<file path="src/rtl/game_pkg.sv">
// game_pkg: shared game types, time width and saturation helper.
package game_pkg;
  localparam int TIME_W = 8;
  localparam logic [TIME_W-1:0] MAX_TIME = 8'd99;
  typedef enum logic [1:0] {IDLE, RUN, PAUSE, EXPIRED} timer_state_t;
  function automatic logic [TIME_W-1:0] sat_time(input logic [TIME_W:0] v, input logic [TIME_W-1:0] max);
    return (v > {1'b0, max}) ? max : v[TIME_W-1:0];
  endfunction
endpackage

</file>
<file path="src/rtl/level_countdown_timer_if.sv">
// level_countdown_timer_if: controller <-> timer bus; bonus inputs present only with TIMER_BONUS_EN.
interface level_countdown_timer_if;
  logic start_level;
  logic [game_pkg::TIME_W-1:0] timer_time;
  logic skip_level;
  logic pause;
`ifdef TIMER_BONUS_EN
  logic bonus_valid;
  logic [3:0] bonus_secs;
`endif
  logic [game_pkg::TIME_W-1:0] time_left;
  logic [3:0] time_tens;
  logic [3:0] time_ones;
  logic running;
  logic time_low;
  logic level_ended;
`ifdef TIMER_BONUS_EN
  modport master(output start_level, timer_time, skip_level, pause, bonus_valid, bonus_secs,
                 input time_left, time_tens, time_ones, running, time_low, level_ended);
  modport slave(input start_level, timer_time, skip_level, pause, bonus_valid, bonus_secs,
                output time_left, time_tens, time_ones, running, time_low, level_ended);
`else
  modport master(output start_level, timer_time, skip_level, pause,
                 input time_left, time_tens, time_ones, running, time_low, level_ended);
  modport slave(input start_level, timer_time, skip_level, pause,
                output time_left, time_tens, time_ones, running, time_low, level_ended);
`endif
endinterface

</file>
<file path="src/rtl/bin2bcd_2digit.sv">
// bin2bcd_2digit: combinational 0..99 binary to two BCD digits.
module bin2bcd_2digit (
  input  logic [7:0] bin,
  output logic [3:0] tens,
  output logic [3:0] ones
);
  always_comb begin
    tens = 4'(bin / 8'd10);
    ones = 4'(bin % 8'd10);
  end
endmodule

</file>
<file path="src/rtl/level_countdown_timer.sv">
// level_countdown_timer: per-level countdown with pause, skip, BCD display and low-time warning.
// Optional TIMER_BONUS_EN adds bonus seconds while running or paused.
module level_countdown_timer #(
  parameter int TICKS_PER_SEC = 31_500_000,
  parameter logic [game_pkg::TIME_W-1:0] LOW_TIME_THRESH = 8'd10,
  parameter logic [game_pkg::TIME_W-1:0] MAX_TIME = game_pkg::MAX_TIME
) (
  input logic clk,
  input logic resetN,
  level_countdown_timer_if.slave bus
);
  import game_pkg::*;
  localparam int PW = (TICKS_PER_SEC > 1) ? $clog2(TICKS_PER_SEC) : 1;
  timer_state_t state_q, state_d;
  logic [TIME_W-1:0] time_q, time_d;
  logic [PW-1:0] presc_q, presc_d;
  logic ended_q, ended_d, low_q, low_d, tick;
  logic [TIME_W:0] sum, bonus;
`ifdef TIMER_BONUS_EN
  assign bonus = bus.bonus_valid ? (TIME_W+1)'(bus.bonus_secs) : '0;
`else
  assign bonus = '0;
`endif
  assign tick = (state_q == RUN) && (presc_q == PW'(TICKS_PER_SEC - 1));
  // tick only occurs with time_q >= 1, so the subtraction cannot underflow
  assign sum = {1'b0, time_q} + bonus - (TIME_W+1)'(tick);
  always_comb begin
    state_d = state_q;
    time_d = time_q;
    presc_d = presc_q;
    ended_d = 1'b0;
    if (bus.start_level) begin
      time_d = sat_time({1'b0, bus.timer_time}, MAX_TIME);
      presc_d = '0;
      state_d = RUN;
    end else if (bus.skip_level && state_q != IDLE) begin
      state_d = IDLE;
    end else if (state_q == RUN && (time_q == '0 || (tick && sum == '0))) begin
      time_d = '0;
      state_d = EXPIRED;
      ended_d = 1'b1;
    end else if (state_q == RUN) begin
      time_d = sat_time(sum, MAX_TIME);
      presc_d = tick ? '0 : (bus.pause ? presc_q : presc_q + 1'b1);
      state_d = (!tick && bus.pause) ? PAUSE : RUN;
    end else if (state_q == PAUSE) begin
      time_d = sat_time(sum, MAX_TIME);
      state_d = bus.pause ? PAUSE : RUN;
    end
    low_d = (state_d == RUN || state_d == PAUSE) && time_d != '0 && time_d <= LOW_TIME_THRESH;
  end
  always_ff @(posedge clk or negedge resetN) begin
    if (!resetN) begin
      state_q <= IDLE;
      time_q <= '0;
      presc_q <= '0;
      ended_q <= 1'b0;
      low_q <= 1'b0;
    end else begin
      state_q <= state_d;
      time_q <= time_d;
      presc_q <= presc_d;
      ended_q <= ended_d;
      low_q <= low_d;
    end
  end
  assign bus.time_left = time_q;
  assign bus.running = (state_q == RUN) || (state_q == PAUSE);
  assign bus.time_low = low_q;
  assign bus.level_ended = ended_q;
  bin2bcd_2digit u_bcd (.bin(time_q), .tens(bus.time_tens), .ones(bus.time_ones));
endmodule

</file>
<file path="src/flat_wrapper.sv">
// flat-port wrapper written by rule: the top's interface ports become plain ports
module level_countdown_timer_flat import game_pkg::*;
#(
  parameter int TICKS_PER_SEC = 31_500_000,
  parameter logic [game_pkg::TIME_W-1:0] LOW_TIME_THRESH = 8'd10,
  parameter logic [game_pkg::TIME_W-1:0] MAX_TIME = game_pkg::MAX_TIME
)
  (clk, resetN, bus_start_level, bus_timer_time, bus_skip_level, bus_pause, bus_time_left, bus_time_tens, bus_time_ones, bus_running, bus_time_low, bus_level_ended);
  level_countdown_timer_if bus_i ();
  input logic clk;
  input logic resetN;
  input wire logic [$bits(bus_i.start_level)-1:0] bus_start_level;
  input wire logic [$bits(bus_i.timer_time)-1:0] bus_timer_time;
  input wire logic [$bits(bus_i.skip_level)-1:0] bus_skip_level;
  input wire logic [$bits(bus_i.pause)-1:0] bus_pause;
  output wire logic [$bits(bus_i.time_left)-1:0] bus_time_left;
  output wire logic [$bits(bus_i.time_tens)-1:0] bus_time_tens;
  output wire logic [$bits(bus_i.time_ones)-1:0] bus_time_ones;
  output wire logic [$bits(bus_i.running)-1:0] bus_running;
  output wire logic [$bits(bus_i.time_low)-1:0] bus_time_low;
  output wire logic [$bits(bus_i.level_ended)-1:0] bus_level_ended;
  assign bus_i.start_level = bus_start_level;
  assign bus_i.timer_time = bus_timer_time;
  assign bus_i.skip_level = bus_skip_level;
  assign bus_i.pause = bus_pause;
  assign bus_time_left = bus_i.time_left;
  assign bus_time_tens = bus_i.time_tens;
  assign bus_time_ones = bus_i.time_ones;
  assign bus_running = bus_i.running;
  assign bus_time_low = bus_i.time_low;
  assign bus_level_ended = bus_i.level_ended;
  level_countdown_timer #(.TICKS_PER_SEC(TICKS_PER_SEC), .LOW_TIME_THRESH(LOW_TIME_THRESH), .MAX_TIME(MAX_TIME)) u_core (.clk(clk), .resetN(resetN), .bus(bus_i));
endmodule
</file>
<file path="config.mk">
export PLATFORM = sky130hd
export DESIGN_NAME = level_countdown_timer_flat
export DESIGN_NICKNAME = d
export VERILOG_FILES = /design/src/rtl/game_pkg.sv /design/src/rtl/level_countdown_timer_if.sv /design/src/rtl/bin2bcd_2digit.sv /design/src/rtl/level_countdown_timer.sv /design/src/flat_wrapper.sv
export SDC_FILE = /design/constraint.sdc
export NUM_CORES = 1
export LEC_CHECK = 0
export ABC_CLOCK_PERIOD_IN_PS = 5400
export BUFFER_PORTS_ARGS = -buffer_cell sky130_fd_sc_hd__buf_2
export CAP_MARGIN = 40
export CORE_MARGIN = 10
export CORE_UTILIZATION = 65
export CTS_CLUSTER_DIAMETER = 40
export DETAILED_ROUTE_END_ITERATION = 8
export PLACE_DENSITY = 0.86
export SYNTH_ARGS = -nofsm -noshare
export SYNTH_HDL_FRONTEND = slang
export SYNTH_HIERARCHICAL = 1
export SYNTH_SLANG_ARGS = --single-unit
</file>
<file path="constraint.sdc">
create_clock -name clk -period 5.4 [get_ports clk]
set_input_delay 1.35 -clock clk [delete_from_list [all_inputs] [get_ports clk]]
set_output_delay 1.35 -clock clk [all_outputs]
set_load 0.005 [all_outputs]
</file>
# Word-level counts from Yosys, hierarchy flattened
# Cells that the tools add are included.
# W data, S select, Z words.
# word_totals
ff_bits	37
word_cells	60
# op_classes
n_addsub	2
div	2
magnitude_cmp	3
n_eq_ne	8
n_mux	23
n_reduce_logical	17
# op_table
cell	n
$mux W25	6
$mux W8	7
$add A25 B1 Y25 const B	1
$eq A25 B25 Y1 const B	1
$mux W2	7
$gt A9 B7 Y1 const B	1
$logic_not A9 Y1	1
$sub A8 B1 Y9	1
$div A8 B4 Y8 const B	1
$gt A8 B7 Y1 const B	1
$le A8 B4 Y1 const B	1
$logic_not A8 Y1	1
$mod A8 B4 Y8 const B	1
$reduce_bool A8 Y1	1
$logic_and A1 B1 Y1	7
$eq A2 B1 Y1 const B	2
$eq A2 B2 Y1 const B	2
$ne A2 B2 Y1 const B	2
$reduce_and A4 Y1	1
$reduce_bool A2 Y1	2
$logic_or A1 B1 Y1	3
$mux W1	3
$ne A3 B2 Y1 const B	1
$logic_not A1 Y1	1

# Depth between registers and ports, before layout
# Gate-level depths: netlist of run 1.
# logic_depth
word_depth	14
ltp_mapped	18
depth_no_buf	15

# Hierarchy
# The synthesis of run 1 kept the hierarchy.
# modules_own_cells
module	n_inst	cells_each	area_per_inst_um2	seq_area_each_um2
level_countdown_timer	1	314	2596.2	925.9
bin2bcd_2digit	1	145	863.3	0.0

# Worst setup path before layout of run 1
# OpenSTA, ideal clock, no wires.
# synth_path
path_type	reg-to-reg
startpoint	register u_core.presc_q[0]
endpoint	register u_core.low_q, in the netlist u_core/bus.time_low
setup_time_ns	0.111
t_arrival_ns	3.348
required_ns	5.289
slack_ns	1.941
stages_incl_launch_ff	16
path_cell_list	dfrtp_1 ha_1 nand4_1 or4_4 nor2_4 ha_1 ha_1 clkbuf_1 nand2b_1 a2111oi_0 a21o_2 a21bo_2 a21oi_1 or2_2 mux2i_1 a2111oi_2
# synth_between
elab_chain_len	14
word_cells_on_any_way	28
# synth_rtl
item	line_no	source
start, declared	level_countdown_timer.sv:16	logic [PW-1:0] presc_q, presc_d;
start signal, assigned	level_countdown_timer.sv:62	presc_q <= presc_d;
$eq A25 B25 Y1 (*)	level_countdown_timer.sv:24	assign tick = (state_q == RUN) && (presc_q == PW'(TICKS_PER_SEC - 1));
$logic_and A1 B1 Y1 (*)	level_countdown_timer.sv:24	
parallel branches: the longest is 11 deep, another holds $sub A8 B1 Y9	-	
$logic_and A1 B1 Y1 (*)	level_countdown_timer.sv:50	low_d = (state_d == RUN || state_d == PAUSE) && time_d != '0 && time_d <= LOW_TIME_THRESH;
named net u_core.low_d	level_countdown_timer.sv:17	logic ended_q, ended_d, low_q, low_d, tick;
end signal, assigned	level_countdown_timer.sv:64	low_q <= low_d;
end, declared	level_countdown_timer.sv:17	
# Mark *: on every way through the listed nets, which the timed path passes.
# A chain may end at the register's enable or synchronous reset.

# Worst setup path after layout of run 1
# layout_path
startpoint	register u_core.time_q[4], in the netlist u_core/bus.time_left[4]
endpoint	output port bus_time_ones[3]
# layout_between
elab_chain_len	1
# layout_rtl
item	line_no	source
start, declared	level_countdown_timer.sv:15	logic [TIME_W-1:0] time_q, time_d;
start signal, assigned	level_countdown_timer.sv:61	time_q <= time_d;
$mod A8 B4 Y8	bin2bcd_2digit.sv:9	ones = 4'(bin % 8'd10);
end, declared	flat_wrapper.sv:18	output wire logic [$bits(bus_i.time_ones)-1:0] bus_time_ones;
# No other way between the ends.

==> impl_results.md, run 1 <==
- Outcome: completed
- Buffer cell driving the clock tree root: clkbuf_8
- Count of state elements after synthesis: 37
- Final count of negative-setup-slack endpoints: 0
- Number of detailed-routing iterations run before antenna repair: 5
- Post-detailed-placement cell area: 0.00359 sq mm
- Length in cells of the worst reg-to-reg path: 14
- Cell-by-cell trace of the critical path: nor2b_1, a22o_1, a211o_1, a221o_1, a21o_1, a211oi_1, buf_2
- Total of max-cap violations: 0
- Synth async-reset ratio: 1.00
- Worst Path Class, Setup: reg2out
- Share of the yosys chip area belonging to registers: 0.268
- Number of global-route vias before repair: 3,273
- Startpoint of the lowest-slack register-to-register path: u_core/presc_q[0]
- Yosys warnings: 6
- Synthesis-to-finish area growth: 6.47%
- Final setup skew: 0.00861 ns
- Post-CTS setup buffer count: 0
- Number of clock sinks: 37
- Worst-Skew Late Latency: 0.30 ns
- Amount of wire on met2 after detailed routing: 4.24 mm
- Starting density of the core: 0.673
- Sum of routed wire segments on met1: 3.96 mm
- Pleak: 1.52 nW
- Top routing layer in use: met4
- Count of flip-flops with a built-in enable after synthesis: 0
- Drt total wl: 9.17 mm
- Hold-fix buffers at CTS: 0
- Hold depth: 1
- Fraction of layout instances using a drive strength above 1: 0.144
- Global router's overall resource usage: 0.207
- Total number of nets in the final design: 490
- Library cell contributing the largest single delay on the critical path: dfrtp_1
- F_max: 230 MHz
- Count of fill cells added during filler insertion: 428
- Signal arrival time at the worst endpoint: 3.00 ns
- Endpoint kind of the worst setup timing path: primary output
- Detailed placement HPWL: 6.43 mm
- Design area: 0.00368 sq mm
- Netlist Area Pre-Place: 0.00346 sq mm
- Metal3 WL: 802 um
- Height of the die: 93.0 um
- Total Negative Setup Slacks: 0 ns
- Via density per instance: 6.69
- Relative slew slack: 0.440
- Register-to-register setup slack: 1.32 ns
- Type of the tightest min-delay check: reg2reg
- End of the worst register-to-register path: u_core/bus.time_low
- Max incr delay on CP: 0.89 ns
- Syn_nets: 478
- DRC: 0
- Number of antenna-violating nets in the routed design: 0
- H-tree depth reported by CTS: 2
- Setup repair after global routing missed its margin: no
- Final Util: 0.717
- Initial drt markers: 421
- Number of instances resized during post-cts repair: 0
- Number of max-slew violations in the final report: 0
- Maximum number of buffers from clock root to sink: 2
- Final Hold Viols: 0
- First-pass GRT wire length: 15.3 mm
- CP startpoint kind: register
- Antenna violations before repair: 0
- Worst path required time: 4.05 ns
- Maximum fanout count along the critical path: 26
- Number of clock buffers inserted by TritonCTS: 5
- Worst hold start: u_core/presc_q[23]
- Cell Count, Final, Fillers Out: 542
- Cell count after placement: 534
- Placeable core region: 0.00514 sq mm
- Fin crit period: 4.35 ns
- Final Hold Slack: 0.508 ns
- Per-instance average area after synthesis: 7.54 sq um
- TritonCTS clock tree: built
- Wire per inst: 16.9 um
- Die Wd: 93.0 um
- Distinct cells, synth: 74
- Clock-pin transition on the worst setup and hold timing paths: 0.08 ns
- Total number of vias: 3,628
- Count of standard-cell rows: 26
- Peak supply drop: 0.000163 V
- Worst hold path endpoint: u_core/presc_q[23]
- Pin count of the biggest net entering global routing: 38
- PwrDens: 232 mW/mm^2
- DIE AREA: 0.00864 sq mm
- Slew at the pin closest to its max-slew limit: 0.840 ns
- Global route total overflow: 0
- Diode insertion count for antenna repair: 0
- Tcrit/Tclk final: 0.805
- Most common flop cell mapped by yosys: dfrtp_1
- Port-buffer cells: 31
- Weighted congestion at the end of routability-driven global placement: 0.929
- Post-Syn Instances: 459
- I/O Pins: 32
metrics by stage:
stage,power (mW),setup WS [ns]
2_1_floorplan,0.560,1.94
3_3_place_gp,0.637,1.46
3_5_place_dp,0.648,1.40
4_1_cts,0.852,1.09
5_1_grt,0.912,0.890
6_report,0.855,1.05
cells in the final DEF, fill, tap and decap left out, types with 4 or more instances in the layout:
master and n:
clkbuf_8 5, and3_1 7, o31ai_1 13, o22ai_1 6, nand3_1 17, o21ai_0 44
a22o_1 4, xor2_1 7, xnor2_1 4, nor4_1 6, inv_1 19, buf_2 31
buf_4 4, nand4_1 4, nand2b_1 16, nor3_1 13, a21oi_1 19, o41ai_1 5
nor2_1 47, a31oi_1 10, a211oi_1 5, dfrtp_1 37, nand2_1 44, mux2i_1 5
ha_1 6, and2_1 5, or2_2 7, nor2b_1 14
registers in the layout, summed over array words and instances (netlist names):
name	count
u_core/state_q	2
u_core/presc_q	25
u_core/bus.level_ended	1
u_core/bus.time_low	1
u_core/bus.time_left	8
critical path, delay by kind of cell (launching register included):
family	cells	cell delay, ns
and+or+nand+nor	1	0.34
DFF	1	0.89
buffers and inverters	1	0.15
AOI/OAI and AO/OA	5	1.32
routing by layer:
metal  GRT usage  vias to the layer above
li1            -                     1720
met1       0.270                     1704
met2       0.331                      180
met3      0.0444                       24
met4      0.0707                        0
met5           0                        -
power by group:
group	switching (mW)	internal (mW)	leakage, nW
registers	0.0333	0.288	0.495
clock network	0.111	0.0932	0.0447
logic	0.190	0.138	0.984
total	0.335	0.520	1.52
cell type report:
cell class              count  area [sq um]  share of cell area
clock buffers               5          68.8              0.0187
clock inverters             3          25.0             0.00679
inverters                  19          71.3              0.0194
multi-input cells         372          2300               0.626
flip-flops and latches     37           926               0.251
well taps                  70          87.6              0.0238
repair buffers             36           200              0.0543
logic make-up (layout without fill, tap and decap cells):
family,count (synthesis),in the layout,synth area share
simple gates,200,200,0.303
flops,37,37,0.268
fa+ha+maj,7,7,0.0246
xor+xnor,11,11,0.0278
buf+inv,50,63,0.0662
mux,6,6,0.0177
compound gates,148,148,0.293
cell usage after synthesis (10+ instances only):
library cell | n | area [sq um]
a21oi_1 | 19 | 95.1
a31oi_1 | 10 | 62.6
clkbuf_1 | 16 | 60.1
dfrtp_1 | 37 | 926
inv_1 | 19 | 71.3
nand2_1 | 44 | 165
nand2b_1 | 16 | 100
nand3_1 | 17 | 85.1
nor2_1 | 47 | 176
nor2b_1 | 14 | 87.6
nor3_1 | 13 | 65.1
o21ai_0 | 44 | 220
o31ai_1 | 13 | 97.6
worst max path at each step:
stage / from / depth (start not counted) / end / slack (ns)
2_1_floorplan: u_core/presc_q[0] / 15 / u_core/bus.time_low / 1.94
3_3_place_gp: u_core/presc_q[0] / 14 / u_core/presc_q[16] / 1.46
3_5_place_dp: u_core/bus.time_left[4] / 7 / bus_time_ones[3] / 1.40
4_1_cts: u_core/bus.time_left[4] / 7 / bus_time_ones[3] / 1.09
5_1_grt: u_core/bus.time_left[4] / 7 / bus_time_ones[3] / 0.89
6_report: u_core/bus.time_left[4] / 7 / bus_time_ones[3] / 1.05
Power figures use the tool's default switching activity.
==> run 2, diff against run 1 <==
- ABC_AREA: unset -> 1
- ABC_CLOCK_PERIOD_IN_PS: 5400 -> 3770
- CORE_UTILIZATION: 65 -> 54
- PLACE_DENSITY: 0.86 -> 0.77
- clock period: 5.4 -> 3.77 ns (I/O delays scaled with it)
==> impl_results.md, run 2 <==
- Design area: 0.00363 sq mm
- Die Wd: 97.6 um
- Switching Fraction: 0.387
- Endpoint kind of the worst setup timing path: primary output
- Register with the highest flop count: u_core/presc_q
- Drt total wl: 8.76 mm
- Global route total overflow: 0
- Outcome: completed
- Post-synth top cells: nand2_1, inv_1, nor2_1
- Syn_nets: 530
- Total Negative Setup Slacks: 0 ns
- Switching component of the power: 0.500 mW
- Tcrit/Tclk final: 0.925
- Share of the yosys chip area belonging to registers: 0.285
- Worst Setup Slack post-DPL: 0.328 ns
- Portion of synthesized cell area occupied by the leading cell type: 0.285
- Most common flop cell mapped by yosys: dfrtp_1
- Buffer cell driving the clock tree root: clkbuf_8
- DIE AREA: 0.00952 sq mm
- Initial drt markers: 338
- Number of global-route vias before repair: 3,064
- Total number of vias: 3,400
- Post-Syn Instances: 511
- Number of antenna-violating nets in the routed design: 0
- Per-instance average area after synthesis: 6.36 sq um
- Count of state elements after synthesis: 37
- Yosys warnings: 6
- Maximum number of buffers from clock root to sink: 2
- Cell type with the highest aggregate area in the netlist: dfrtp_1
- Signal arrival time at the worst endpoint: 2.55 ns
- Count of flip-flops with a built-in enable after synthesis: 0
- Starting density of the core: 0.552
- Maximum fanout count along the critical path: 10
- Number of clock buffers inserted by TritonCTS: 5
- Largest cells by area after synthesis: dfrtp_1, nand2_1, inv_1
- CP startpoint kind: register
- Weighted congestion at the end of routability-driven global placement: 1.01
- Fin crit period: 3.49 ns
- Clock-pin transition on the worst setup and hold timing paths: 0.08 ns
- Antenna violations before repair: 0
- Detailed placement HPWL: 6.80 mm
- Final Hold Slack: 0.529 ns
- Count leader, synth: nand2_1
- Port-buffer cells: 31
- Number of clock sinks: 37
- Cell-internal power: 0.793 mW
- Total of max-cap violations: 0
- Hold-fix buffers at CTS: 0
- Final Hold Viols: 0
- Final setup skew: 0.00983 ns
- I/O Pins: 32
- Pleak: 1.80 nW
- Netlist Area Pre-Place: 0.00325 sq mm
- Area of all sequential standard cells: 926 sq um
- Power share of the clock group: 0.275
- Peak supply drop: 0.000272 V
- First-pass GRT wire length: 14.8 mm
- Total number of nets in the final design: 566
- Metal3 WL: 790 um
- Diode insertion count for antenna repair: 0
- Slew at the pin closest to its max-slew limit: 0.828 ns
- Power share of the combinational group: 0.383
- Most frequent cells in the layout: nand2_1, inv_1, nor2_1
- Fraction of layout instances using a drive strength above 1: 0.153
- Type of the tightest min-delay check: reg2reg
- TritonCTS clock tree: built
- Most common library cell in the layout ignoring fill and taps: nand2_1
- DRC: 0
- Setup repair after global routing missed its margin: no
- Register-to-register setup slack: 0.37 ns
- Worst Path Class, Setup: reg2out
- Top routing layer in use: met4
- Wire per inst: 14.1 um
- Synthesis-to-finish area growth: 11.6%
- F_max: 287 MHz
- Placeable core region: 0.00589 sq mm
- Count of standard-cell rows: 28
- Distinct cells, synth: 45
- Worst-case setup margin in the final layout: 0.282 ns
- Final count of negative-setup-slack endpoints: 0
- Via density per instance: 5.46
- Worst-Skew Late Latency: 0.30 ns
- Number of detailed-routing iterations run before antenna repair: 6
- Amount of wire on met2 after detailed routing: 3.76 mm
- Combined area of the multi-input logic cells: 0.00200 sq mm
- Flip-flop count of the largest register, all copies and words added: 25
- Pin count of the biggest net entering global routing: 38
- Number of max-slew violations in the final report: 0
- H-tree depth reported by CTS: 2
- Worst path required time: 2.83 ns
- Post-detailed-placement cell area: 0.00351 sq mm
- Sequential share of power: 0.342
- Count of fill cells added during filler insertion: 530
- PwrDens: 356 mW/mm^2
- Height of the die: 97.6 um
- Sum of routed wire segments on met1: 4.05 mm
- Relative slew slack: 0.448
- Global router's overall resource usage: 0.180
- Synth async-reset ratio: 1.00
[run 2: critical path: stages (launching register included)]
cell and delay, ns:
dfrtp_1 0.50, a21o_2 0.26, nand2_1 0.13, nand3_1 0.09, nand2_1 0.11, inv_2 0.07
o2111ai_1 0.09, inv_1 0.11, a21oi_4 0.21, mux2i_2 0.34, nand2_2 0.10, nand2_1 0.08
nand2_1 0.04, buf_2 0.12
[run 2: power by group through the flow]
stage               Sequential, mW  Clock, mW  Combinational (mW)
global placement             0.448          0               0.482
detailed placement           0.449          0               0.493
global route                 0.445      0.374               0.560
CTS                          0.441      0.362               0.495
finish                       0.442      0.355               0.495
floorplan                    0.442          0               0.351
[run 2: cell families after synthesis]
group,count (synthesis),share of synthesized area
XOR/XNOR,16,0.0431
flip-flops,37,0.285
multiplexers,1,0.00424
adder cells (fa/ha/maj),6,0.0231
buffers and inverters,86,0.101
AO/OA/AOI/OAI,57,0.114
AND/OR/NAND/NOR,308,0.429
[run 2: final timing paths]
kind | from | end | cells after the start
worst max register to register | u_core/state_q[1] | u_core/bus.time_low | 23
worst min register to register | u_core/presc_q[1] | u_core/presc_q[1] | 2
min in group asynchronous | resetN | u_core/presc_q[2] | 1
max in group asynchronous | resetN | u_core/bus.time_left[1] | 1
worst min-delay path | u_core/presc_q[1] | u_core/presc_q[1] | 2
worst max-delay path | u_core/bus.time_left[7] | bus_time_ones[2] | 13
[run 2: layout make-up]
cell class              instances  area share
multi-input cells             388       0.552
flip-flops and latches         37       0.255
inverters                      78      0.0807
repair buffers                 37      0.0552
well taps                      75      0.0259
clock buffers                   5      0.0190
clock inverters                 3      0.0121
[run 2: repair_timing]
action | CTS | global route
setup buffers | 0 | 0
resized for setup | 0 | 3
setup endpoints to repair | 0 | 12
[run 2: through the flow]
stage	cells	total power, mW	util
after floorplan	511	0.793	-
after global placement	615	0.930	0.596
after detailed placement	615	0.942	0.596
after CTS	623	1.30	0.615
after global routing	623	1.38	0.616
final	623	1.29	0.616
[run 2: routing by layer]
metal	track usage	vias up
met3	0.0434	18
li1	-	1709
met1	0.253	1517
met5	0	-
met4	0.0559	0
met2	0.263	156
